<file path="src/rtl/seq_mul_param.sv">
// Sequential MSB-first shift-add multiplier: one multiplier bit per clock, W steps per product.
// Supports unsigned or two's-complement operands, selected per operation.
module seq_mul_param #(
    parameter int W = 8
) (
    input  logic           ck,
    input  logic           rst,
    input  logic           start,
    input  logic           sgn,
    input  logic [W-1:0]   A,
    input  logic [W-1:0]   B,
    output logic [2*W-1:0] O,
    output logic           busy,
    output logic           fin
);
    localparam int CW = $clog2(W);
    localparam logic [CW-1:0] CNT_TOP = CW'(W - 1);

    typedef enum logic {IDLE, RUN} state_t;

    state_t         state_q, state_d;
    logic [W-1:0]   ain_q, ain_d;
    logic [W-1:0]   bin_q, bin_d;
    logic           sg_q, sg_d;
    logic [2*W-1:0] o_q, o_d;
    logic [CW-1:0]  cnt_q, cnt_d;
    logic           busy_q, busy_d;
    logic           fin_q, fin_d;
    logic [2*W-1:0] pp;

    always_comb begin
        state_d = state_q;
        ain_d   = ain_q;
        bin_d   = bin_q;
        sg_d    = sg_q;
        o_d     = o_q;
        cnt_d   = cnt_q;
        busy_d  = busy_q;
        fin_d   = 1'b0;

        pp = '0;
        if (bin_q[cnt_q])
            pp = sg_q ? {{W{ain_q[W-1]}}, ain_q} : {{W{1'b0}}, ain_q};

        case (state_q)
            IDLE: begin
                if (start) begin
                    ain_d   = A;
                    bin_d   = B;
                    sg_d    = sgn;
                    o_d     = '0;
                    busy_d  = 1'b1;
                    cnt_d   = CNT_TOP;
                    state_d = RUN;
                end
            end
            RUN: begin
                // The top multiplier bit carries negative weight in signed mode.
                if (sg_q && (cnt_q == CNT_TOP))
                    o_d = (o_q << 1) - pp;
                else
                    o_d = (o_q << 1) + pp;
                if (cnt_q == '0) begin
                    state_d = IDLE;
                    busy_d  = 1'b0;
                    fin_d   = 1'b1;
                end else begin
                    cnt_d = cnt_q - 1'b1;
                end
            end
            default: state_d = IDLE;
        endcase
    end

    always_ff @(posedge ck or posedge rst) begin
        if (rst) begin
            state_q <= IDLE;
            ain_q   <= '0;
            bin_q   <= '0;
            sg_q    <= 1'b0;
            o_q     <= '0;
            cnt_q   <= '0;
            busy_q  <= 1'b0;
            fin_q   <= 1'b0;
        end else begin
            state_q <= state_d;
            ain_q   <= ain_d;
            bin_q   <= bin_d;
            sg_q    <= sg_d;
            o_q     <= o_d;
            cnt_q   <= cnt_d;
            busy_q  <= busy_d;
            fin_q   <= fin_d;
        end
    end

    assign O    = o_q;
    assign busy = busy_q;
    assign fin  = fin_q;

endmodule

</file>
<file path="config.mk">
export PLATFORM = sky130hd
export DESIGN_NAME = seq_mul_param
export DESIGN_NICKNAME = d
export VERILOG_FILES = /design/src/rtl/seq_mul_param.sv
export SDC_FILE = /design/constraint.sdc
export NUM_CORES = 1
export LEC_CHECK = 0
export CAP_MARGIN = 5
export CORE_MARGIN = 2
export CORE_UTILIZATION = 59
export DETAILED_ROUTE_END_ITERATION = 6
export PLACE_DENSITY = 0.8
export SLEW_MARGIN = 10
export SYNTH_ARGS = -nofsm -noshare
export SYNTH_HDL_FRONTEND = slang
export SYNTH_SLANG_ARGS = --single-unit
</file>
<file path="constraint.sdc">
create_clock -name ck -period 4.9 [get_ports ck]
set_input_delay 0.98 -clock ck [delete_from_list [all_inputs] [get_ports ck]]
set_output_delay 0.98 -clock ck [all_outputs]
set_load 0.05 [all_outputs]
</file>
==> results of run 1 <==
## synth_stat cells (2+ instances only)
cell type                  count
sky130_fd_sc_hd__fa_1          2
sky130_fd_sc_hd__dfrtp_1      39
sky130_fd_sc_hd__clkbuf_1     12
sky130_fd_sc_hd__xnor2_1      10
sky130_fd_sc_hd__o22ai_1      11
sky130_fd_sc_hd__nor4_1        2
sky130_fd_sc_hd__a21oi_1      17
sky130_fd_sc_hd__and3_1        3
sky130_fd_sc_hd__mux2i_1       3
sky130_fd_sc_hd__a31oi_1       5
sky130_fd_sc_hd__nor3b_1       4
sky130_fd_sc_hd__nor3_1        8
sky130_fd_sc_hd__nand2_4       2
sky130_fd_sc_hd__o211ai_2      2
sky130_fd_sc_hd__nand2b_1      4
sky130_fd_sc_hd__a22o_1        2
sky130_fd_sc_hd__o31ai_1       3
sky130_fd_sc_hd__o21ai_0      13
sky130_fd_sc_hd__nor2b_1       8
sky130_fd_sc_hd__a21oi_2       2
sky130_fd_sc_hd__buf_2         2
sky130_fd_sc_hd__inv_4         2
sky130_fd_sc_hd__inv_1        23
sky130_fd_sc_hd__xor2_1        4
sky130_fd_sc_hd__nand4_1       3
sky130_fd_sc_hd__ha_1         34
sky130_fd_sc_hd__a311oi_2      2
sky130_fd_sc_hd__nor2_1       26
sky130_fd_sc_hd__o21ai_1       4
sky130_fd_sc_hd__o211ai_1      3
sky130_fd_sc_hd__mux2_2       18
sky130_fd_sc_hd__o221ai_1      2
sky130_fd_sc_hd__nand3_1      11
sky130_fd_sc_hd__nand2_1      29
sky130_fd_sc_hd__o21bai_1      6
sky130_fd_sc_hd__a21o_1        7
## how the worst min path moves through the flow
stage                           to  slack (ps)
final                     bin_q[2]         510
after global placement    bin_q[1]         500
after detailed placement  bin_q[1]         500
after floorplan           bin_q[3]         470
after CTS                 ain_q[3]         520
after global routing      ain_q[1]         540
## per-stage QoR
stage	cell area, um2	setup slack [ps]	hold slack, ps
detailed placement	3580	1290	496
global placement	3580	1430	496
finish	3690	1270	515
CTS	3690	1280	517
floorplan	3180	1690	475
global route	3690	1040	535
## sequential cells by signal, indices dropped and copies added (netlist names)
signal,count
ain_q,8
fin,1
busy,1
O,16
cnt_q,3
state_q,1
bin_q,8
sg_q,1
## worst max-delay path: cells and delay by family (launching register included)
kind	cells	cell delay (ps)
flip-flops	1	520
AND/OR/NAND/NOR	4	570
multiplexers	1	400
adder cells (fa/ha/maj)	2	610
AO/OA/AOI/OAI	5	1160
buffers and inverters	1	70
XOR/XNOR	1	160
## layout make-up
| type | instances | area (um2) |
|---|---|---|
| clock inverter | 3 | 43.8 |
| fill | 427 | 1450 |
| timing repair buffer | 39 | 385 |
| tap | 70 | 87.6 |
| sequential | 39 | 976 |
| inverter | 25 | 98.8 |
| multi-input combinational | 270 | 2030 |
| clock buffer | 5 | 68.8 |
## metal layers
metal / global-route usage, % / part of all wire (%)
met5: 0 / 0
met4: 10.2 / 2.0
met3: 3.37 / 4.2
met2: 44.3 / 50
met1: 35.6 / 44
## placed cells by master (no fill, tap or decap), types with 4 or more instances in the layout
cell	n
sky130_fd_sc_hd__nor2_1	26
sky130_fd_sc_hd__xor2_1	4
sky130_fd_sc_hd__nand2_1	29
sky130_fd_sc_hd__nor3_1	8
sky130_fd_sc_hd__clkdlybuf4s50_1	37
sky130_fd_sc_hd__o22ai_1	11
sky130_fd_sc_hd__nor3b_1	4
sky130_fd_sc_hd__dfrtp_1	39
sky130_fd_sc_hd__nor2b_1	8
sky130_fd_sc_hd__a21oi_1	17
sky130_fd_sc_hd__clkbuf_8	5
sky130_fd_sc_hd__mux2_2	18
sky130_fd_sc_hd__a21o_1	7
sky130_fd_sc_hd__ha_1	34
sky130_fd_sc_hd__o21ai_1	4
sky130_fd_sc_hd__o21ai_0	13
sky130_fd_sc_hd__a31oi_1	5
sky130_fd_sc_hd__nand3_1	11
sky130_fd_sc_hd__xnor2_1	10
sky130_fd_sc_hd__nand2b_1	4
sky130_fd_sc_hd__inv_1	23
sky130_fd_sc_hd__o21bai_1	6
## kinds of logic after synthesis
| family | count (synthesis) |
|---|---|
| multiplexers | 22 |
| buffers and inverters | 41 |
| flip-flops | 39 |
| AO/OA/AOI/OAI | 90 |
| adder cells (fa/ha/maj) | 36 |
| AND/OR/NAND/NOR | 107 |
| XOR/XNOR | 15 |
==> results list, run 1 <==
- Post-route insts no fill: 451
* Yosys top cell by area: sky130_fd_sc_hd__dfrtp_1
- The worst register-to-register path begins at cnt_q[0].
- I/O pin count: 38
- Max Freq: 0.276 GHz
* Sequential-to-total area share from yosys stat: 30.7%
- Dominant combinational cell family by area after synthesis: compound AO/OA/AOI/OAI gates
* Category of the worst setup path capture point: flip-flop
- In this run the worst setup path begins at cnt_q[0].
* Area of the die: 5990 um2
- Antenna Violating Nets Remaining: 0
- CP startpoint kind: flip-flop
- 0 antenna diodes ended up in the layout.
- Insertion delay to the later sink of the worst-skew pair: 300 ps
- For flop-to-flop paths, the worst setup slack is 1270 ps.
- Distinct cells, synth: 58
- CTS sink cnt: 39
- Post-layout net count: 436
- Most common flop cell mapped by yosys: sky130_fd_sc_hd__dfrtp_1
- The floorplan step defined a core boundary enclosing 5140 um2.
* Vias: 2704
- Detailed-route vias per instance: 6.00
- Maximum cell stage delay along the critical path: 520 ps
* Final hold violation count: 0
- Adder-cell share of the synthesized area: 14.6%
- Starting density of the core: 61.9%
* Final Util: 71.9%
* Area growth from synthesis to final layout: 16.2%
- The number of placed instances, taps included, is 443.
- Summing the areas of all compound-gate instances in the mapped netlist gives 20.3% of the synthesized area.
- Path category of the worst min-delay check: flip-flop to flip-flop
- Post-synthesis xor/xnor area fraction: 4.37%
- Number of stages on the worst hold path: 1
- Data required time at the worst endpoint: 5100 ps
* Setup Skew: 12.3 ps
- For this block, the routed nets add up to 7470 um of wire.
- After synthesis, the largest area contributor takes up 30.7% of total cell area.
- Slowest stage cell, crit path: sky130_fd_sc_hd__dfrtp_1
- Each instance of the synthesized netlist takes up on average 9.08 um2.
- Cell row count: 26
* Initial DRT Pass Iterations: 4
- The post-route netlist has 12.6% of its cells at a drive strength greater than 1.
- The tool flagged a number of max-cap violations equal to 0.
- In this run the critical register-to-register path is captured at O[13].
- The initial antenna violation count is 0.
- Simple-Gate Fraction of Synth Area: 16.8%
* Synthesized instance count: 350
- After the first detailed-routing iteration, the DRC count stood at 136.
- GRT Util Overall: 26.7%
- No sink is reached through more buffers than the 2 on the longest clock path.
- Crit path max fanout: 8
* Setup violation total in the final timing report: 0
- Number of CTS-inserted buffers: 5
- Clock tree from TritonCTS: built
- Netlist area before placement: 3180 um2
- For this run the aggregate overflow at the end of global routing stands at 0.
- In this run the most critical hold path is launched from bin_q[2].
* Post-synth EDFFs: 0
* Register bit count reported by yosys: 39
- Clock Pin Slew Worst Setup and Hold Paths: 90 ps
* Weighted congestion reported at the end of routability-driven placement: 0.917
* Post-route setup TNS: 0 ps
* Slew @ Worst Pin: 832 ps
* Final critical-path share of the clock period: 74.0%
* Shortest clock period the worst path allows after layout: 3630 ps
- Number of nets produced by synthesis: 406
* Cells along the critical path: mux2_2 > o22ai_4 > nor2_4 > nand2_1 > inv_1 > ha_1 > fa_1 > nor3b_1 > o311ai_1 > nand4_1 > a31oi_1 > o22ai_1 > xnor2_1 > a21o_1
- The number of slew-limit violations in the final report came to 0.
- Synth top area cells: sky130_fd_sc_hd__dfrtp_1, sky130_fd_sc_hd__ha_1, sky130_fd_sc_hd__mux2_2
* Y dimension of the die: 77.4 um
- Final routed wire length divided by cell count: 16.6 um
- H-tree depth: 2
- Signal arrival time at the worst endpoint: 3830 ps
* Detail Placement HPWL: 5540 um
- CTS root buf: sky130_fd_sc_hd__clkbuf_8
- The number of global-route vias before repair came to 2747.
* First-pass GRT wire length: 12900 um
* Residual DRC: 0
- The floorplan step set the die width to 77.4 um.
- In this run the post-CTS setup repair buffer count came out at 0.
- Type of the worst setup path: flip-flop to flip-flop
* Slew HR: 44.5%
* Worst Setup EP: O[13]
* RSZ-0062 raised after global routing: false
- Entering global routing, the biggest net connects 40 pins.
- Portion of netlist area occupied by mux cells: 7.79%
- Fraction of registers with async set/reset: 100%
* Number of cells on the worst reg-to-reg path: 14
- For this run, the number of Yosys warnings is 0.
- Number of instances resized during post-cts repair: 0
* Number of buffers inserted for hold repair after clock tree synthesis: 0
- The run finished with clean final reports.
* IO Port Bufs: 37
Power of run 1 is not shown: default switching activity piles up to over one toggle a cycle in this logic, so the estimate is an artifact.
==> run 2: changes to the inputs <==
--- a/config.mk
+++ b/config.mk
@@ -7,9 +7,9 @@
 export LEC_CHECK = 0
 export CAP_MARGIN = 5
 export CORE_MARGIN = 2
-export CORE_UTILIZATION = 59
+export CORE_UTILIZATION = 57
 export DETAILED_ROUTE_END_ITERATION = 6
-export PLACE_DENSITY = 0.8
+export PLACE_DENSITY = 0.77
 export SLEW_MARGIN = 10
 export SYNTH_ARGS = -nofsm -noshare
 export SYNTH_HDL_FRONTEND = slang
==> constraint.sdc (replaced) <==
create_clock -name ck -period 3.4 [get_ports ck]
set_input_delay 0.68 -clock ck [delete_from_list [all_inputs] [get_ports ck]]
set_output_delay 0.68 -clock ck [all_outputs]
set_load 0.05 [all_outputs]
==> run 2 against run 1 <==
Effect of this change:
- die area grew 3.3%
- sequential share of layout area shrank 0.68 points
- highest routed layer unchanged
- non-clock buffer count grew 10
==> results list, run 2 (synthesized netlist as in run 1, its figures left out) <==
- Run status: completed (unchanged)
* Flip-flop count of the largest register after layout: 16 (unchanged)
* Area growth from synthesis to final layout: 19.4% (was 16.2%)
- The sort of element at the start of the critical path is a flip-flop (unchanged).
- GRT Util Overall: 25.5% (was 26.7%)
* Starting density of the core: 58.5% (was 61.9%)
* Type of the worst setup path: flip-flop to flip-flop (unchanged)
- The biggest fanout along the worst timing path is 7 (was 8).
- RSZ-0062 raised after global routing: true (was false)
* Setup Skew: 10.1 ps (was 12.3 ps)
- Start of the worst register-to-register path: cnt_q[0] (unchanged)
* Shortest clock period the worst path allows after layout: 3300 ps (was 3630 ps)
- The number of global-route vias before repair came to 2632 (was 2747).
- The count of clock tree sinks came to 39 (unchanged).
- The number of levels in the clock H-tree was 2 (unchanged).
- Cell row count: 27 (was 26)
- The master of the slowest instance on the critical path is sky130_fd_sc_hd__dfrtp_2 (was sky130_fd_sc_hd__dfrtp_1).
- Slew HR: 43.2% (was 44.5%)
- The count of buffers from port buffering was 37 (unchanged).
* Initial DRT Pass Iterations: 5 (was 4)
- Bufs on Longest Clock Path: 2 (unchanged)
* Detailed-route vias per instance: 5.93 (was 6.00)
* Vias: 2747 (was 2704)
- DRC violation total after the first TritonRoute iteration: 160 (was 136)
- Pin count of the biggest net entering global routing: 40 (unchanged)
- Slew @ Worst Pin: 852 ps (was 832 ps)
- Clock Pin Slew Worst Setup and Hold Paths: 90 ps (about the same)
* Post-route setup TNS: 0 ps (unchanged)
- The worst-skew pair later-pin latency was 300 ps (about the same).
- Startpoint of the worst setup timing path: cnt_q[0] (unchanged)
* Reg-to-reg critical path endpoint: O[13] (unchanged)
* Antenna Violating Nets Remaining: 0 (unchanged)
* Number of cells on the worst reg-to-reg path: 14 (unchanged)
- Y dimension of the die: 78.7 um (was 77.4 um)
- The number of slew-limit violations in the final report is 0 (unchanged).
- The required time of the critical path is 3600 ps (was 5100 ps).
* Antenna diode instance count: 0 (unchanged)
- The nature of the critical path endpoint is a flip-flop (unchanged).
* Cells along the critical path: buf_4 > mux2i_1 > a22o_1 > nor2_4 > buf_4 > nand2_1 > ha_1 > a21oi_1 > o2bb2ai_1 > nor2_1 > o311ai_0 > o22ai_1 > xnor2_1 > a21o_1 (was mux2_2 > o22ai_4 > nor2_4 > nand2_1 > inv_1 > ha_1 > fa_1 > nor3b_1 > o311ai_1 > nand4_1 > a31oi_1 > o22ai_1 > xnor2_1 > a21o_1)
- Post-detailed-routing wire length: 7560 um (was 7470 um)
- Overall die width: 78.7 um (was 77.4 um)
- CTS root buf: sky130_fd_sc_hd__clkbuf_8 (unchanged)
* Clock tree from TritonCTS: built (unchanged)
- Beginning of the worst hold path: bin_q[5] (was bin_q[2])
* Residual DRC: 0 (unchanged)
- The number of max-capacitance violations reported came to 0 (unchanged).
* Weighted congestion reported at the end of routability-driven placement: 0.909 (was 0.917)
- The most common library cell in the layout ignoring fill and taps is sky130_fd_sc_hd__dfrtp_1 (unchanged).
- Post-layout net count: 446 (was 436)
- The worst endpoint data arrival time is 3500 ps (was 3830 ps).
- Path category of the worst min-delay check: flip-flop to flip-flop (unchanged)
- The largest incremental delay on the critical path is 470 ps (was 520 ps).
- The hold violation total from the final report is 0 (unchanged).
* Setup violation total in the final timing report: 0 (unchanged)
- Among the stages of the critical path, the cell type that occurs most often is sky130_fd_sc_hd__buf_4.
* Overflow left after global routing: 0 (unchanged)
- Worst setup slack for register-to-register paths: 100 ps (was 1270 ps)
* Final critical-path share of the clock period: 97.2% (was 74.0%)
- The average detailed-routed wire length per instance was 16.3 um (was 16.6 um).
* Share of final-layout standard cells stronger than drive strength 1: 16.4% (was 12.6%)
- Detail Placement HPWL: 5590 um (was 5540 um)
- The top-level I/O count came to 38 (unchanged).
- The clock buffer count from CTS came to 5 (unchanged).
* Core area: 5440 um2 (was 5140 um2)
* Commonest cells after routing, fill and taps aside: sky130_fd_sc_hd__dfrtp_1, sky130_fd_sc_hd__clkdlybuf4s50_1, sky130_fd_sc_hd__ha_1, sky130_fd_sc_hd__nand2_1, sky130_fd_sc_hd__nor2_1 (unchanged)
* Max Freq: 0.303 GHz (was 0.276 GHz)
- The wire length of the first global-routing pass was 12400 um (was 12900 um).
* Worst Setup EP: O[13] (unchanged)
* Antenna violations before repair: 0 (unchanged)
- Area of the die: 6190 um2 (was 5990 um2)
[run 2: changes by cell type in the layout (fill, tap and decap cells not counted), sizes merged]
cell  previous run  this run
buf              2        12
[run 2: cell type report]
| cell class | instances | area, um2 |
|---|---|---|
| Multi-Input combinational cell | 270 | 2060 |
| Fill cell | 429 | 1640 |
| Sequential cell | 39 | 977 |
| Timing Repair Buffer | 49 | 460 |
| Inverter | 25 | 98.8 |
| Tap cell | 72 | 90.1 |
| Clock buffer | 5 | 68.8 |
| Clock inverter | 3 | 43.8 |
[run 2: routing by layer]
metal	vias up	GRT usage, %	routed length [um]
met5	-	0	0
met4	0	9.47	124
met3	13	4.37	446
met2	100	42.7	3640
met1	1310	33.1	3350
li1	1324	-	-
[run 2: worst min path at each step]
stage	to	slack (ps)	cells after the start
finish	bin_q[5]	510	1
global route	bin_q[5]	520	1
CTS	ain_q[6]	510	1
detailed placement	ain_q[6]	500	1
global placement	bin_q[5]	500	1
floorplan	bin_q[3]	470	1
[run 2: timing repair]
action,4_1_cts,5_1_grt
hold endpoints to repair,0,0
resized for setup,2,5
buffers inserted,0,3
hold buffers,0,0
pin swaps,0,7
setup endpoints to repair,4,5
cloned,0,0
[run 2: worst max-delay path, delay by kind of cell (launching register included)]
| kind | cells | cell delay, ps |
|---|---|---|
| compound gates | 6 | 1340 |
| flops | 1 | 470 |
| fa+ha+maj | 1 | 440 |
| simple gates | 3 | 350 |
| buf+inv | 2 | 330 |
| xor+xnor | 1 | 160 |
| mux | 1 | 110 |
[run 2: stage by stage]
stage	setup WS, ps	cells	hold slack [ps]	utilization [%]	area [um2]
after floorplan	193	350	475	-	3180
after global placement	23.0	452	496	66.9	3640
after detailed placement	-105	452	495	66.9	3640
after CTS	57.1	460	515	69.1	3760
after global routing	-57.9	463	523	69.8	3800
final	95.4	463	509	69.8	3800
Power of run 2 is left out for the same reason.
